[src/rtl/uart_rx_cfg.sv]
// Configurable UART receiver: 2-flop synchronized input, mid-bit sampling,
// optional parity, 1 or 2 stop bits, one-cycle rx_vld per completed frame.
module uart_rx_cfg #(
    parameter int DIV       = 868,
    parameter int DATA_BITS = 8,
    parameter int PARITY    = 0,
    parameter int STOP_BITS = 1
) (
    input  logic                 clk,
    input  logic                 rst_n,
    input  logic                 rx,
    output logic                 rx_vld,
    output logic [DATA_BITS-1:0] rx_data,
    output logic                 parity_err,
    output logic                 frame_err,
    output logic                 busy
);

    localparam int CNT_W = $clog2(DIV);

    localparam logic [CNT_W-1:0] HALF_LAST = CNT_W'(DIV / 2 - 1);
    localparam logic [CNT_W-1:0] FULL_LAST = CNT_W'(DIV - 1);
    localparam logic [3:0]       DATA_LAST = 4'(DATA_BITS - 1);
    localparam logic [3:0]       STOP_LAST = 4'(STOP_BITS - 1);

    typedef enum logic [2:0] {
        IDLE,
        START,
        DATA,
        PAR,
        STOP
    } state_t;

    state_t                 state_q,      state_d;
    logic [CNT_W-1:0]       cnt_q,        cnt_d;
    logic [3:0]             bit_q,        bit_d;
    logic [DATA_BITS-1:0]   shift_q,      shift_d;
    logic                   sync1_q,      sync1_d;
    logic                   rx_s_q,       rx_s_d;
    logic                   rx_prev_q,    rx_prev_d;
    logic                   par_bad_q,    par_bad_d;
    logic                   frm_bad_q,    frm_bad_d;
    logic                   rx_vld_q,     rx_vld_d;
    logic [DATA_BITS-1:0]   rx_data_q,    rx_data_d;
    logic                   parity_err_q, parity_err_d;
    logic                   frame_err_q,  frame_err_d;
    logic                   busy_q,       busy_d;

    logic fall;
    logic par_x;

    // A start is only a high-to-low transition, so a held-low break never retriggers.
    assign fall  = rx_prev_q & ~rx_s_q;
    assign par_x = (^shift_q) ^ rx_s_q;

    always_comb begin
        // NOTE: every _d gets a default first so no path leaves a signal unassigned (no latches).
        sync1_d      = rx;
        rx_s_d       = sync1_q;
        rx_prev_d    = rx_s_q;
        state_d      = state_q;
        cnt_d        = cnt_q;
        bit_d        = bit_q;
        shift_d      = shift_q;
        par_bad_d    = par_bad_q;
        frm_bad_d    = frm_bad_q;
        rx_vld_d     = 1'b0;
        rx_data_d    = rx_data_q;
        parity_err_d = parity_err_q;
        frame_err_d  = frame_err_q;

        case (state_q)
            IDLE: begin
                if (fall) begin
                    state_d = START;
                    cnt_d   = '0;
                end
            end
            START: begin
                if (cnt_q == HALF_LAST) begin
                    cnt_d     = '0;
                    bit_d     = '0;
                    par_bad_d = 1'b0;
                    frm_bad_d = 1'b0;
                    // Line back high at mid start bit means a glitch, not a frame.
                    state_d   = rx_s_q ? IDLE : DATA;
                end else begin
                    cnt_d = cnt_q + 1'b1;
                end
            end
            DATA: begin
                if (cnt_q == FULL_LAST) begin
                    cnt_d   = '0;
                    shift_d = {rx_s_q, shift_q[DATA_BITS-1:1]};
                    if (bit_q == DATA_LAST) begin
                        bit_d   = '0;
                        state_d = (PARITY != 0) ? PAR : STOP;
                    end else begin
                        bit_d = bit_q + 1'b1;
                    end
                end else begin
                    cnt_d = cnt_q + 1'b1;
                end
            end
            PAR: begin
                if (cnt_q == FULL_LAST) begin
                    cnt_d     = '0;
                    bit_d     = '0;
                    par_bad_d = (PARITY == 1) ? ~par_x : par_x;
                    state_d   = STOP;
                end else begin
                    cnt_d = cnt_q + 1'b1;
                end
            end
            STOP: begin
                if (cnt_q == FULL_LAST) begin
                    cnt_d = '0;
                    if (bit_q == STOP_LAST) begin
                        state_d      = IDLE;
                        rx_vld_d     = 1'b1;
                        rx_data_d    = shift_q;
                        parity_err_d = par_bad_q;
                        frame_err_d  = frm_bad_q | ~rx_s_q;
                    end else begin
                        bit_d     = bit_q + 1'b1;
                        frm_bad_d = frm_bad_q | ~rx_s_q;
                    end
                end else begin
                    cnt_d = cnt_q + 1'b1;
                end
            end
            default: begin
                state_d = IDLE;
                cnt_d   = '0;
            end
        endcase

        busy_d = (state_d != IDLE);
    end

    always_ff @(posedge clk) begin
        if (!rst_n) begin
            // NOTE: sequential state uses <= only, so every flop sees pre-edge values.
            state_q      <= IDLE;
            cnt_q        <= '0;
            bit_q        <= '0;
            shift_q      <= '0;
            sync1_q      <= 1'b1;
            rx_s_q       <= 1'b1;
            rx_prev_q    <= 1'b1;
            par_bad_q    <= 1'b0;
            frm_bad_q    <= 1'b0;
            rx_vld_q     <= 1'b0;
            rx_data_q    <= '0;
            parity_err_q <= 1'b0;
            frame_err_q  <= 1'b0;
            busy_q       <= 1'b0;
        end else begin
            state_q      <= state_d;
            cnt_q        <= cnt_d;
            bit_q        <= bit_d;
            shift_q      <= shift_d;
            sync1_q      <= sync1_d;
            rx_s_q       <= rx_s_d;
            rx_prev_q    <= rx_prev_d;
            par_bad_q    <= par_bad_d;
            frm_bad_q    <= frm_bad_d;
            rx_vld_q     <= rx_vld_d;
            rx_data_q    <= rx_data_d;
            parity_err_q <= parity_err_d;
            frame_err_q  <= frame_err_d;
            busy_q       <= busy_d;
        end
    end

    assign rx_vld     = rx_vld_q;
    assign rx_data    = rx_data_q;
    assign parity_err = parity_err_q;
    assign frame_err  = frame_err_q;
    assign busy       = busy_q;

endmodule

[config.mk]
export PLATFORM = sky130hd
export DESIGN_NAME = uart_rx_cfg
export DESIGN_NICKNAME = d
export VERILOG_FILES = /design/src/rtl/uart_rx_cfg.sv
export SDC_FILE = /design/constraint.sdc
export NUM_CORES = 1
export LEC_CHECK = 0
export ABC_AREA = 1
export CORE_ASPECT_RATIO = 0.75
export CORE_MARGIN = 3
export CORE_UTILIZATION = 49
export CTS_BUF_LIST = sky130_fd_sc_hd__clkbuf_4
export CTS_CLUSTER_DIAMETER = 200
export DETAILED_ROUTE_END_ITERATION = 12
export HOLD_SLACK_MARGIN = 0.12
export PLACE_DENSITY = 0.77
export SYNTH_ARGS = -nofsm -noshare
export SYNTH_HDL_FRONTEND = slang
export SYNTH_SLANG_ARGS = --single-unit
[constraint.sdc]
create_clock -name clk -period 1.6 [get_ports clk]
set_clock_uncertainty 0.2 [all_clocks]
set_input_delay 0.48 -clock clk [delete_from_list [all_inputs] [get_ports clk]]
set_output_delay 0.48 -clock clk [all_outputs]
set_load 0.05 [all_outputs]
# --- Word level (Yosys, flattened, before mapping) ---
# Index checks and enable logic that the tools add are counted.
totals:
  reg_bits: 42
  latchBits: 0
  ramBits: 0
  romBits: 0
  in_bits: 3
  out_inout_bits: 12
  elab_cells: 74
  mem_count: 0
classes:
  add_sub_neg: 2
  n_mul: 0
  div_mod_pow: 0
  order_cmp: 0
  eq_ne: 13
  shifts: 0
  mux: 27
  n_bitwise: 4
  n_reduce_logical: 14
op_table:
  columns: ["operator", "count"]
  rows:
  - ["2-to-1 mux 10 bit", 3]
  - ["case mux 10 bit (3 select lines)", 1]
  - ["2-to-1 mux 4 bit", 6]
  - ["2-to-1 mux 3 bit", 7]
  - ["case mux 4 bit (4 select lines)", 1]
  - ["case mux 3 bit (5 select lines)", 1]
  - ["!= test 2 bit (second input constant)", 6]
  - ["adder 10 x 1 -> 10 bit (second input constant)", 1]
  - ["equality test 10 bit (second input constant)", 1]
  - ["equality test 10 x 9 -> 1 bit (second input constant)", 1]
  - ["AND reduction 3 bit", 3]
  - ["XOR reduction 8 bit", 1]
  - ["equality test 3 x 2 -> 1 bit (second input constant)", 2]
  - ["AND reduction 6 bit", 1]
  - ["2-to-1 mux 1 bit", 5]
  - ["adder 4 x 1 -> 4 bit (second input constant)", 1]
  - ["equality test 4 x 3 -> 1 bit (second input constant)", 1]
  - ["logical NOT 4 bit", 1]
  - ["case mux 1 bit (2 select lines)", 2]
  - ["AND reduction 4 bit", 1]
  - ["nonzero test 2 bit", 2]
  - ["nonzero test 4 bit", 1]
  - ["equality test 3 x 1 -> 1 bit (second input constant)", 1]
  - ["equality test 3 bit (second input constant)", 1]
  - ["other kinds (9)", 9]

# --- Depth between registers and ports, before layout ---
# Gate-level depths: netlist of run 1.
logic_depth:
  word_depth: 5
  depth_mapped: 12
  mapped_depth_nobuf: 12

# --- Least setup slack after synthesis of run 1 ---
# No wires, ideal clock.
synth_path:
  path_kind: "flip-flop to flip-flop"
  start: "register cnt_q[0]"
  end: "register shift_q[6]"
  setup_time_ns: 0.117
  arrival_time_ns: 1.354
  t_required_ns: 1.283
  setup_slack_ns: -0.071
  path_stages_with_launch: 10
  path_buffers: 1
  period_less_slack_ns: 1.671
  path_cell_list: "dfxtp_1 ha_1 nand3_1 nor2_1 nand2_2 inv_2 nand2_4 buf_4 o21ai_1 a21oi_1"
synth_between:
  elab_chain_cells: 2
synth_rtl:
  columns: ["element", "line_no", "source"]
  rows:
  - ["from (decl)", "35", "logic [CNT_W-1:0] cnt_q, cnt_d;"]
  - ["from (signal assigned)", "160", "cnt_q <= cnt_d;"]
  - ["equality test 10 bit", "92", "if (cnt_q == FULL_LAST) begin"]
  - ["AND reduction 2 bit (no line)", null, null]
  - ["to (signal assigned)", "162", "shift_q <= shift_d;"]
  - ["to (decl)", "37", "logic [DATA_BITS-1:0] shift_q, shift_d;"]
# No other way between the ends.
# A chain may end at the register's enable or synchronous reset.

# --- Worst setup path after layout of run 1 ---
layout_path:
  start: "register cnt_q[1]"
  end: "register bit_q[0]"
layout_between:
  elab_chain_cells: 3
layout_rtl:
  columns: ["element", "line_no", "source"]
  rows:
  - ["equality test 10 bit / equality test 10 x 9 -> 1 bit (equally long branches)", null, null]
  - ["!= test 2 bit (no line)", null, null]
  - ["AND reduction 6 bit (no line) (*)", null, null]
  - ["to (signal assigned)", "161", "bit_q <= bit_d;"]
  - ["to (decl)", "36", "logic [3:0] bit_q, bit_d;"]
# Mark *: on every way between the ends. The rest lies on a longest branch, timed or not.

==> results.toml, run 1 <==
[detailed_routing]
antenna_left = 0
drt_wl_total_mm = 5.429
wire_per_inst_microns = 13.05
dr.pass1.iters = 5
vias_per_cell = 5.178
drt_iter0_drc = 138
drc = 0
vias = 2154

[floorplan]
die_h_microns = 64.67
die_w_microns = 84.22
core-area_sq_um = 4229
rows = 20
pin_count = 15
dieArea_sq_um = 5446
initial_utilization_pct = 53.17

[logic_synthesis]
ys_warn_count = 0
yosysUniqueCellTypes = 35
synth_edf_count = 0
synthTopCellsByCount = "66 x nand2_1, 42 x dfxtp_1, 42 x inv_1"
syn-cell-area_sq_um = 2248
synth_area_leaders = "dfxtp_1 37%, nand2_1 11%, inv_1 7.0%"
synth_top_area_cell = "dfxtp_1"
syn-instance-count = 325
synth_top_area_share_pct = 37.40
yosysMostFrequentCell = "nand2_1"
synth-seq-cells = 42
synth-seq-area-share_pct = 37.40
syn_nets = 332
syn_avg_cell_area_sq_um = 6.918
synth_ff_type = "dfxtp_1"
synthArstFlopShare_pct = 0

[global_route]
grt_pass1_wl_mm = 8.887
grt-ovfl-total = 0
grtUsageTotal_pct = 20.07
grt_max_degree = 28
antenna_found_initial = 0
grt_pass1_vias = 2048

[place]
gp_congestion = 0.9495
pre_cts_ws_ns = -0.1597
dp_hpwl_mm = 3.820
io_buffers = 14

[min_path]
hp-start = "rx_s_d$_SDFF_PN1_"
hold_path_class = "reg2reg"

[cts]
clock_latency_ns = 0.34
clock-sinks = 42
clk_pin_slew_worst_paths_ns = 0.12
clock_path_buffers = 2
root_buffer = "clkbuf_4"
cts_max_level = 2
cts_made_buffers = 5
cts_hold_buf = 0
cts_tree = "done"

[worst_setup_path]
crit_arrival_ns = 1.72
worstSetupStartpointType = "register"
worstSetupStartpoint = "cnt_q[1]$_SDFFE_PN0P_"
path_class = "reg2reg"
required_ns = 1.65
end_kind = "register"
critPathMaxFanout = 5
regToRegStartpoint = "cnt_q[1]$_SDFFE_PN0P_"

[sta]
fmax_mhz = 599.9
rsz0062_at_grt = "yes"
slew_headroom_pct = 83.72
setup_ws_ns = -0.06685
worstMarginPinSlew_ns = 0.2433
period_needed_ns = 1.667
final-hold-violation-count = 0
post-route-period-util_pct = 104.2
drv_slew = 0
finalSetupTns_ns = -0.6214
finalSetupViolations = 16

[final_layout]
diodes = 0
drive_gt1_share_pct = 36.57
fillers = 300
syn2layout_area_growth_pct = 36.28
fin_nets = 367

[outcome]
outcome = "complete, but fails checks"
violations = "setup timing"

[power_and_ir_drop]
p_per_area_nw_per_um2 = 632.5
leakagePower_nw = 1.260
ir_drop_v = 0.0005900

[flow_run]
maxCapViolations = 0
cell families after synthesis:
logic type	Yosys count	share of synthesized area, %
AOI/OAI and AO/OA	56	13.08
xor gates and xnor gates	2	0.7792
adders and majority gates	4	2.226
buffers and inverters	57	9.794
DFF	42	37.40
and+or+nand+nor	164	36.73
report_power, final:
group / internal [mW] / total, mW / switching [mW]
sequential: 1.05 / 1.07 / 0.0142
combinational: 0.0747 / 0.185 / 0.111
clock: 0.347 / 0.684 / 0.337
total: 1.48 / 1.94 / 0.462
layout by cell type, fill, tap and decap left out, types with 3 or more instances in the layout:
cell / n
nand2_1: 62
inv_1: 40
nand2_2: 9
buf_4: 13
dfxtp_1: 24
o21ai_2: 7
nor2_2: 10
nand3_2: 6
dfxtp_4: 3
a21oi_1: 26
o21ai_1: 16
nor2_4: 7
nand2_4: 7
nand3_1: 17
clkbuf_4: 6
nor2_1: 23
buf_12: 14
nand4_1: 7
buf_6: 4
inv_2: 11
dfxtp_2: 15
cell type report:
| class | instances | area (sq um) | share of cell area [%] |
|---|---|---|---|
| clock buffer | 6 | 45.04 | 1.470 |
| clock inverter | 2 | 37.54 | 1.225 |
| inverter | 52 | 197.7 | 6.452 |
| multi-input combinational | 226 | 1401 | 45.73 |
| sequential | 42 | 870.8 | 28.42 |
| tap | 55 | 68.82 | 2.246 |
| timing repair buffer | 33 | 442.9 | 14.45 |
routing by layer:
layer	up-vias	track usage, %	wire, microns
li1	1117	-	-
met1	983	27.38	2685
met2	50	32.19	2448
met3	4	3.939	264
met4	0	6.024	31
met5	-	0	0
state kept, by name, indices dropped and copies added (netlist names):
register / cells
frm_bad_q: 1
rx_prev_q: 1
frame_err: 1
rx_vld: 1
busy: 1
rx_data: 8
shift_q: 8
rx_prev_d: 1
cnt_q: 10
state_q: 3
parity_err: 1
bit_q: 4
rx_s_d: 1
par_bad_q: 1
path summary, 6_finish.rpt:
path | to | slack, ns | cells after the start
max | bit_q[0]$_SDFFE_PN0P_ | -0.07 | 11
min | rx_prev_d$_SDFF_PN1_ | 0.24 | 1
max reg2reg | bit_q[0]$_SDFFE_PN0P_ | -0.07 | 11
min reg2reg | rx_prev_d$_SDFF_PN1_ | 0.24 | 1
critical path: stages, from the launching register on:
cell and delay [ns]:
dfxtp_4 0.38, inv_4 0.06, ha_4 0.13, nand2_2 0.05, nor2_1 0.09, nand3_1 0.10, nand2_2 0.17, nand2_4 0.10
nor2_8 0.13, nand2_1 0.06, nand2_1 0.06, nor2_1 0.04
per-stage QoR:
step                      instance area, sq um  power (mW)  std cells  utilization [%]  hold slack (ns)
final                                     3064       1.938        416            72.46           0.2378
after global routing                      3064       2.012        416            72.46           0.2523
after CTS                                 2861       1.921        415            67.66           0.2373
after detailed placement                  2718       1.251        405            64.26           0.2127
after global placement                    2718       1.246        405            64.26           0.1944
after floorplan                           2272       1.199        325                -           0.1925
timing repair:
item / 4_1_cts / 5_1_grt
setup endpoints to repair: 35 / 48
gates cloned: 0 / 0
resized for setup: 17 / 61
pin swaps: 9 / 17
setup buffers: 2 / 1
No activity file was read; power rests on OpenSTA's default activity.
==> run 2: changes to the inputs <==
--- a/config.mk
+++ b/config.mk
@@ -6,14 +6,17 @@
 export NUM_CORES = 1
 export LEC_CHECK = 0
 export ABC_AREA = 1
+export CELL_PAD_IN_SITES_DETAIL_PLACEMENT = 0
+export CELL_PAD_IN_SITES_GLOBAL_PLACEMENT = 1
 export CORE_ASPECT_RATIO = 0.75
 export CORE_MARGIN = 3
-export CORE_UTILIZATION = 49
+export CORE_UTILIZATION = 40
 export CTS_BUF_LIST = sky130_fd_sc_hd__clkbuf_4
 export CTS_CLUSTER_DIAMETER = 200
 export DETAILED_ROUTE_END_ITERATION = 12
 export HOLD_SLACK_MARGIN = 0.12
-export PLACE_DENSITY = 0.77
+export PLACE_DENSITY = 0.84
 export SYNTH_ARGS = -nofsm -noshare
 export SYNTH_HDL_FRONTEND = slang
 export SYNTH_SLANG_ARGS = --single-unit
+export TNS_END_PERCENT = 50
==> results.toml, run 2 (same netlist as run 1, synthesis figures left out) <==
[outcome]
outcome = "complete, but fails checks"
violations = "setup timing"

[cts]
cts_made_buffers = 5
clock_latency_ns = 0.35
cts_max_level = 2
root_buffer = "clkbuf_4"
cts_tree = "done"
clk_pin_slew_worst_paths_ns = 0.14
clock-sinks = 42
cts_hold_buf = 0
clock_path_buffers = 2

[power_and_ir_drop]
clkPwrFrac_pct = 30.6
p_int_mw = 1.309
power_mw = 1.821
seqPwrFrac_pct = 58.7
ir_drop_v = 0.0003940
comb_power_share_pct = 10.7
swShare_pct = 28.10
power_switching_mw = 0.5116
p_per_area_nw_per_um2 = 571.8
leakagePower_nw = 1.389

[worst_setup_path]
critPathMaxFanout = 8
required_ns = 1.69
rr_worst_depth = 8
end_kind = "register"
crit_arrival_ns = 1.73
path_class = "reg2reg"
worstSetupStartpointType = "register"

[place]
dp_cells = 441
gp_congestion = 0.8425
placed_area_sq_um = 2869
dp_hpwl_mm = 4.110
io_buffers = 14

[floorplan]
initial_utilization_pct = 43.68
dieArea_sq_um = 6566
pin_count = 15
die_h_microns = 70.93
die_w_microns = 92.57
rows = 22
core-area_sq_um = 5147

[final_layout]
drive_gt1_share_pct = 40.37
regMostFlops = "cnt_q"
layout_common_cells = "60 x nand2_1, 38 x inv_1, 34 x buf_4"
final_common_cell = "nand2_1"
largest_reg_flops = 10
diodes = 0
fin_area_sq_um = 3184
layout.cells.non_filler = 451
syn2layout_area_growth_pct = 41.62
fin_nets = 385

[global_route]
grt_pass1_wl_mm = 9.183
grtUsageTotal_pct = 17.39
grt-ovfl-total = 0
grt_max_degree = 17
grt_pass1_vias = 1922
antenna_found_initial = 0

[detailed_routing]
vias = 2202
dr.pass1.iters = 5
wire_per_inst_microns = 12.14
drc = 0
drt_wl_total_mm = 5.474
drt_iter0_drc = 109
vias_per_cell = 4.882
antenna_left = 0

[sta]
worstMarginPinSlew_ns = 0.2648
setup_ws_ns = -0.04521
slew_headroom_pct = 82.33
whs_ns = 0.2317
final-hold-violation-count = 0
drv_slew = 0
rsz0062_at_grt = "yes"
post-route-period-util_pct = 102.8
finalSetupTns_ns = -0.4588
fmax_mhz = 607.8
period_needed_ns = 1.645
finalSetupViolations = 22

[min_path]
worstHoldPathCells = 1
hold_path_class = "reg2reg"

[flow_run]
maxCapViolations = 0
==> run 2: power by group through the flow <==
stage / Combinational (mW) / Sequential [mW] / Clock (mW)
floorplan: 0.104 / 1.09 / 0
global placement: 0.173 / 1.09 / 0
detailed placement: 0.174 / 1.09 / 0
CTS: 0.186 / 1.07 / 0.562
global route: 0.216 / 1.07 / 0.611
finish: 0.195 / 1.07 / 0.557
==> run 2: final cells by class <==
| class | count | area [sq um] |
|---|---|---|
| Fill cell | 491 | 1963 |
| Multi-Input combinational cell | 226 | 1405 |
| Sequential cell | 42 | 869.6 |
| Timing Repair Buffer | 51 | 558.0 |
| Inverter | 52 | 202.7 |
| Tap cell | 72 | 90.09 |
| Clock buffer | 5 | 37.54 |
| Clock inverter | 3 | 21.27 |
==> run 2: worst paths after layout <==
kind / from / endpoint / slack [ns]
setup / recovery: cnt_q[1]$_SDFFE_PN0P_ / rx_data[3]$_SDFFE_PN0P_ / -0.05
hold / removal: rx_s_d$_SDFF_PN1_ / rx_prev_d$_SDFF_PN1_ / 0.23
setup reg to reg: cnt_q[1]$_SDFFE_PN0P_ / rx_data[3]$_SDFFE_PN0P_ / -0.05
hold reg to reg: rx_s_d$_SDFF_PN1_ / rx_prev_d$_SDFF_PN1_ / 0.23
==> run 2: stage by stage <==
stage	worst slack [ns]	util, %
after global placement	-0.1479	55.74
after detailed placement	-0.1734	55.74
after CTS	-0.05284	59.55
after floorplan	0.02635	-
final	-0.04521	61.86
after global routing	-0.1513	61.86
==> run 2: layer usage <==
layer | vias up | track usage, % | share of wire (%)
met4 | 0 | 2.965 | 0.35
met2 | 35 | 22.91 | 40
met1 | 1016 | 28.52 | 55
met5 | - | 0 | 0
li1 | 1149 | - | -
met3 | 2 | 3.719 | 4.9
==> run 2: what timing repair did <==
| action | in CTS | in global routing |
|---|---|---|
| buffers inserted | 2 | 0 |
| pin swaps | 15 | 15 |
| gates resized for setup | 39 | 41 |
| cloned | 0 | 0 |
| setup endpoints to repair | 41 | 46 |
==> run 2: critical path, stage by stage, from the launching register on <==
cell and delay, ns:
dfxtp_4 0.40, ha_4 0.17, nand3_4 0.10, nor2_4 0.11, nand2_4 0.10, nor3_4 0.16, buf_12 0.15, o21ai_1 0.06
a21oi_1 0.12
==> run 3: changes to the inputs <==
==> constraint.sdc (replaced) <==
create_clock -name clk -period 1.4 [get_ports clk]
set_clock_uncertainty 0.2 [all_clocks]
set_input_delay 0.42 -clock clk [delete_from_list [all_inputs] [get_ports clk]]
set_output_delay 0.42 -clock clk [all_outputs]
set_load 0.05 [all_outputs]
==> results.toml, run 3 (same netlist as run 1, synthesis figures left out) <==
[sta]
period_needed_ns = 1.656
fmax_mhz = 603.7
finalSetupViolations = 51
final-hold-violation-count = 0
slew_headroom_pct = 82.64
post-route-period-util_pct = 118.3
setup_ws_ns = -0.2564
drv_slew = 0
rsz0062_at_grt = "yes"
worstMarginPinSlew_ns = 0.2601
finalSetupTns_ns = -8.474

[power_and_ir_drop]
p_per_area_nw_per_um2 = 617.4
ir_drop_v = 0.0004487
leakagePower_nw = 1.471
power_mw = 2.108

[cts]
root_buffer = "clkbuf_4"
cts_max_level = 2
cts_tree = "done"
cts_made_buffers = 5
clock_path_buffers = 2
clock_latency_ns = 0.37
clk_pin_slew_worst_paths_ns = 0.15
cts_hold_buf = 0
clock-sinks = 42

[worst_setup_path]
worstSetupStartpoint = "cnt_q[0]$_SDFFE_PN0P_"
rrSetupSlack_ns = -0.26
critPathMaxFanout = 4
regToRegStartpoint = "cnt_q[0]$_SDFFE_PN0P_"
cpLargestDelayFamily = "buffers and inverters"
critPathBufInv = 3
end_kind = "register"
path_class = "reg2reg"
required_ns = 1.50
crit_path_frequent_cell = "buf_4"
crit_path_max_incr_delay_ns = 0.39
crit_chain = "ha_4 > buf_4 > nand2_1 > nor2_1 > buf_4 > nand2_1 > nor2_2 > buf_4 > nor3_2"
crit_arrival_ns = 1.75
worstSetupStartpointType = "register"
crit_slowest_cell = "dfxtp_4"

[floorplan]
die_w_microns = 92.57
rows = 22
die_h_microns = 70.93
dieArea_sq_um = 6566
pin_count = 15
core-area_sq_um = 5147
initial_utilization_pct = 43.68

[detailed_routing]
vias = 2256
drc = 0
drt_iter0_drc = 140
dr.pass1.iters = 4
antenna_left = 0
drt_wl_total_mm = 5.970
wire_per_inst_microns = 12.65
vias_per_cell = 4.780

[final_layout]
fin_nets = 406
fin_area_sq_um = 3415
syn2layout_area_growth_pct = 51.86
layout_common_cells = "62 x nand2_1, 54 x buf_4, 39 x inv_1"
diodes = 0
drive_gt1_share_pct = 46.75
largest_reg_flops = 10
layout.cells.non_filler = 472
regMostFlops = "cnt_q"
final_common_cell = "nand2_1"

[min_path]
hp-start = "rx_s_d$_SDFF_PN1_"
hold_path_class = "reg2reg"

[global_route]
antenna_found_initial = 0
groute.layer.met1.usage_pct = 28.42
top_usage_layer = "met1"
grtUsageTotal_pct = 18.70
grt_pass1_wl_mm = 9.763
grt_max_degree = 17
grt_util_met3_pct = 4.357
grt_pass1_vias = 2104
grt_use_met2_pct = 26.29
grt-ovfl-total = 0

[flow_run]
maxCapViolations = 0

[place]
dp_cells = 460
placed_area_sq_um = 3017
dp_hpwl_mm = 4.369
io_buffers = 14
gp_congestion = 0.8799

[outcome]
violations = "setup timing"
outcome = "complete, but fails checks"
run 3: cell count changes in the layout (fill, tap and decap cells not counted), moves of 4 or more:
cell | previous run | this run
dfxtp_1 | 23 | 19
dfxtp_2 | 17 | 13
a21oi_1 | 25 | 21
o21ai_1 | 15 | 7
a21oi_2 | 2 | 6
buf_4 | 34 | 54
dfxtp_4 | 2 | 10
run 3: metrics by stage:
step	worst slack (ns)	util (%)	hold slack [ns]
finish	-0.2564	66.33	0.2379
CTS	-0.2827	62.93	0.2343
global route	-0.3547	66.33	0.2488
global placement	-0.2755	58.60	0.1960
detailed placement	-0.3209	58.60	0.2009
floorplan	-0.1626	-	0.1925
run 3: final cells by class:
class / instances / area [sq um]
Multi-Input combinational cell: 227 / 1460
Clock buffer: 5 / 37.54
Tap cell: 72 / 90.09
Clock inverter: 3 / 23.77
Timing Repair Buffer: 71 / 708.2
Inverter: 52 / 200.2
Fill cell: 449 / 1733
Sequential cell: 42 / 894.6
run 3: worst reg2reg max path, stage by stage, from the launching register on:
cell and delay [ns]:
dfxtp_4 0.39, ha_4 0.18, buf_4 0.13, nand2_1 0.08, nor2_1 0.04, buf_4 0.15, nand2_1 0.09, nor2_2 0.04
buf_4 0.14, nor3_2 0.15
run 3: layer usage:
| metal | share of wire [%] | routed length [microns] | up-vias |
|---|---|---|---|
| met5 | 0 | 0 | - |
| met1 | 52 | 3121 | 1014 |
| met4 | 1.1 | 63 | 0 |
| met3 | 5.1 | 304 | 6 |
| li1 | - | - | 1194 |
| met2 | 42 | 2481 | 42 |
run 3: where the power goes:
| part | switching [mW] | internal [mW] |
|---|---|---|
| clock | 0.451 | 0.201 |
| sequential | 0.0123 | 1.19 |
| combinational | 0.141 | 0.111 |
| total | 0.604 | 1.50 |
run 3: final timing paths:
path                                end  cells after the start
setup reg to reg  cnt_q[4]$_SDFFE_PN0P_                      9
setup / recovery  cnt_q[4]$_SDFFE_PN0P_                      9
hold reg to reg    rx_prev_d$_SDFF_PN1_                      1
hold / removal     rx_prev_d$_SDFF_PN1_                      1
run 3: what timing repair did:
| action | 4_1_cts | 5_1_grt |
|---|---|---|
| pin swaps | 20 | 9 |
| resized for setup | 46 | 49 |
| setup buffers | 3 | 0 |
| setup endpoints to repair | 51 | 51 |
| cloned | 0 | 1 |
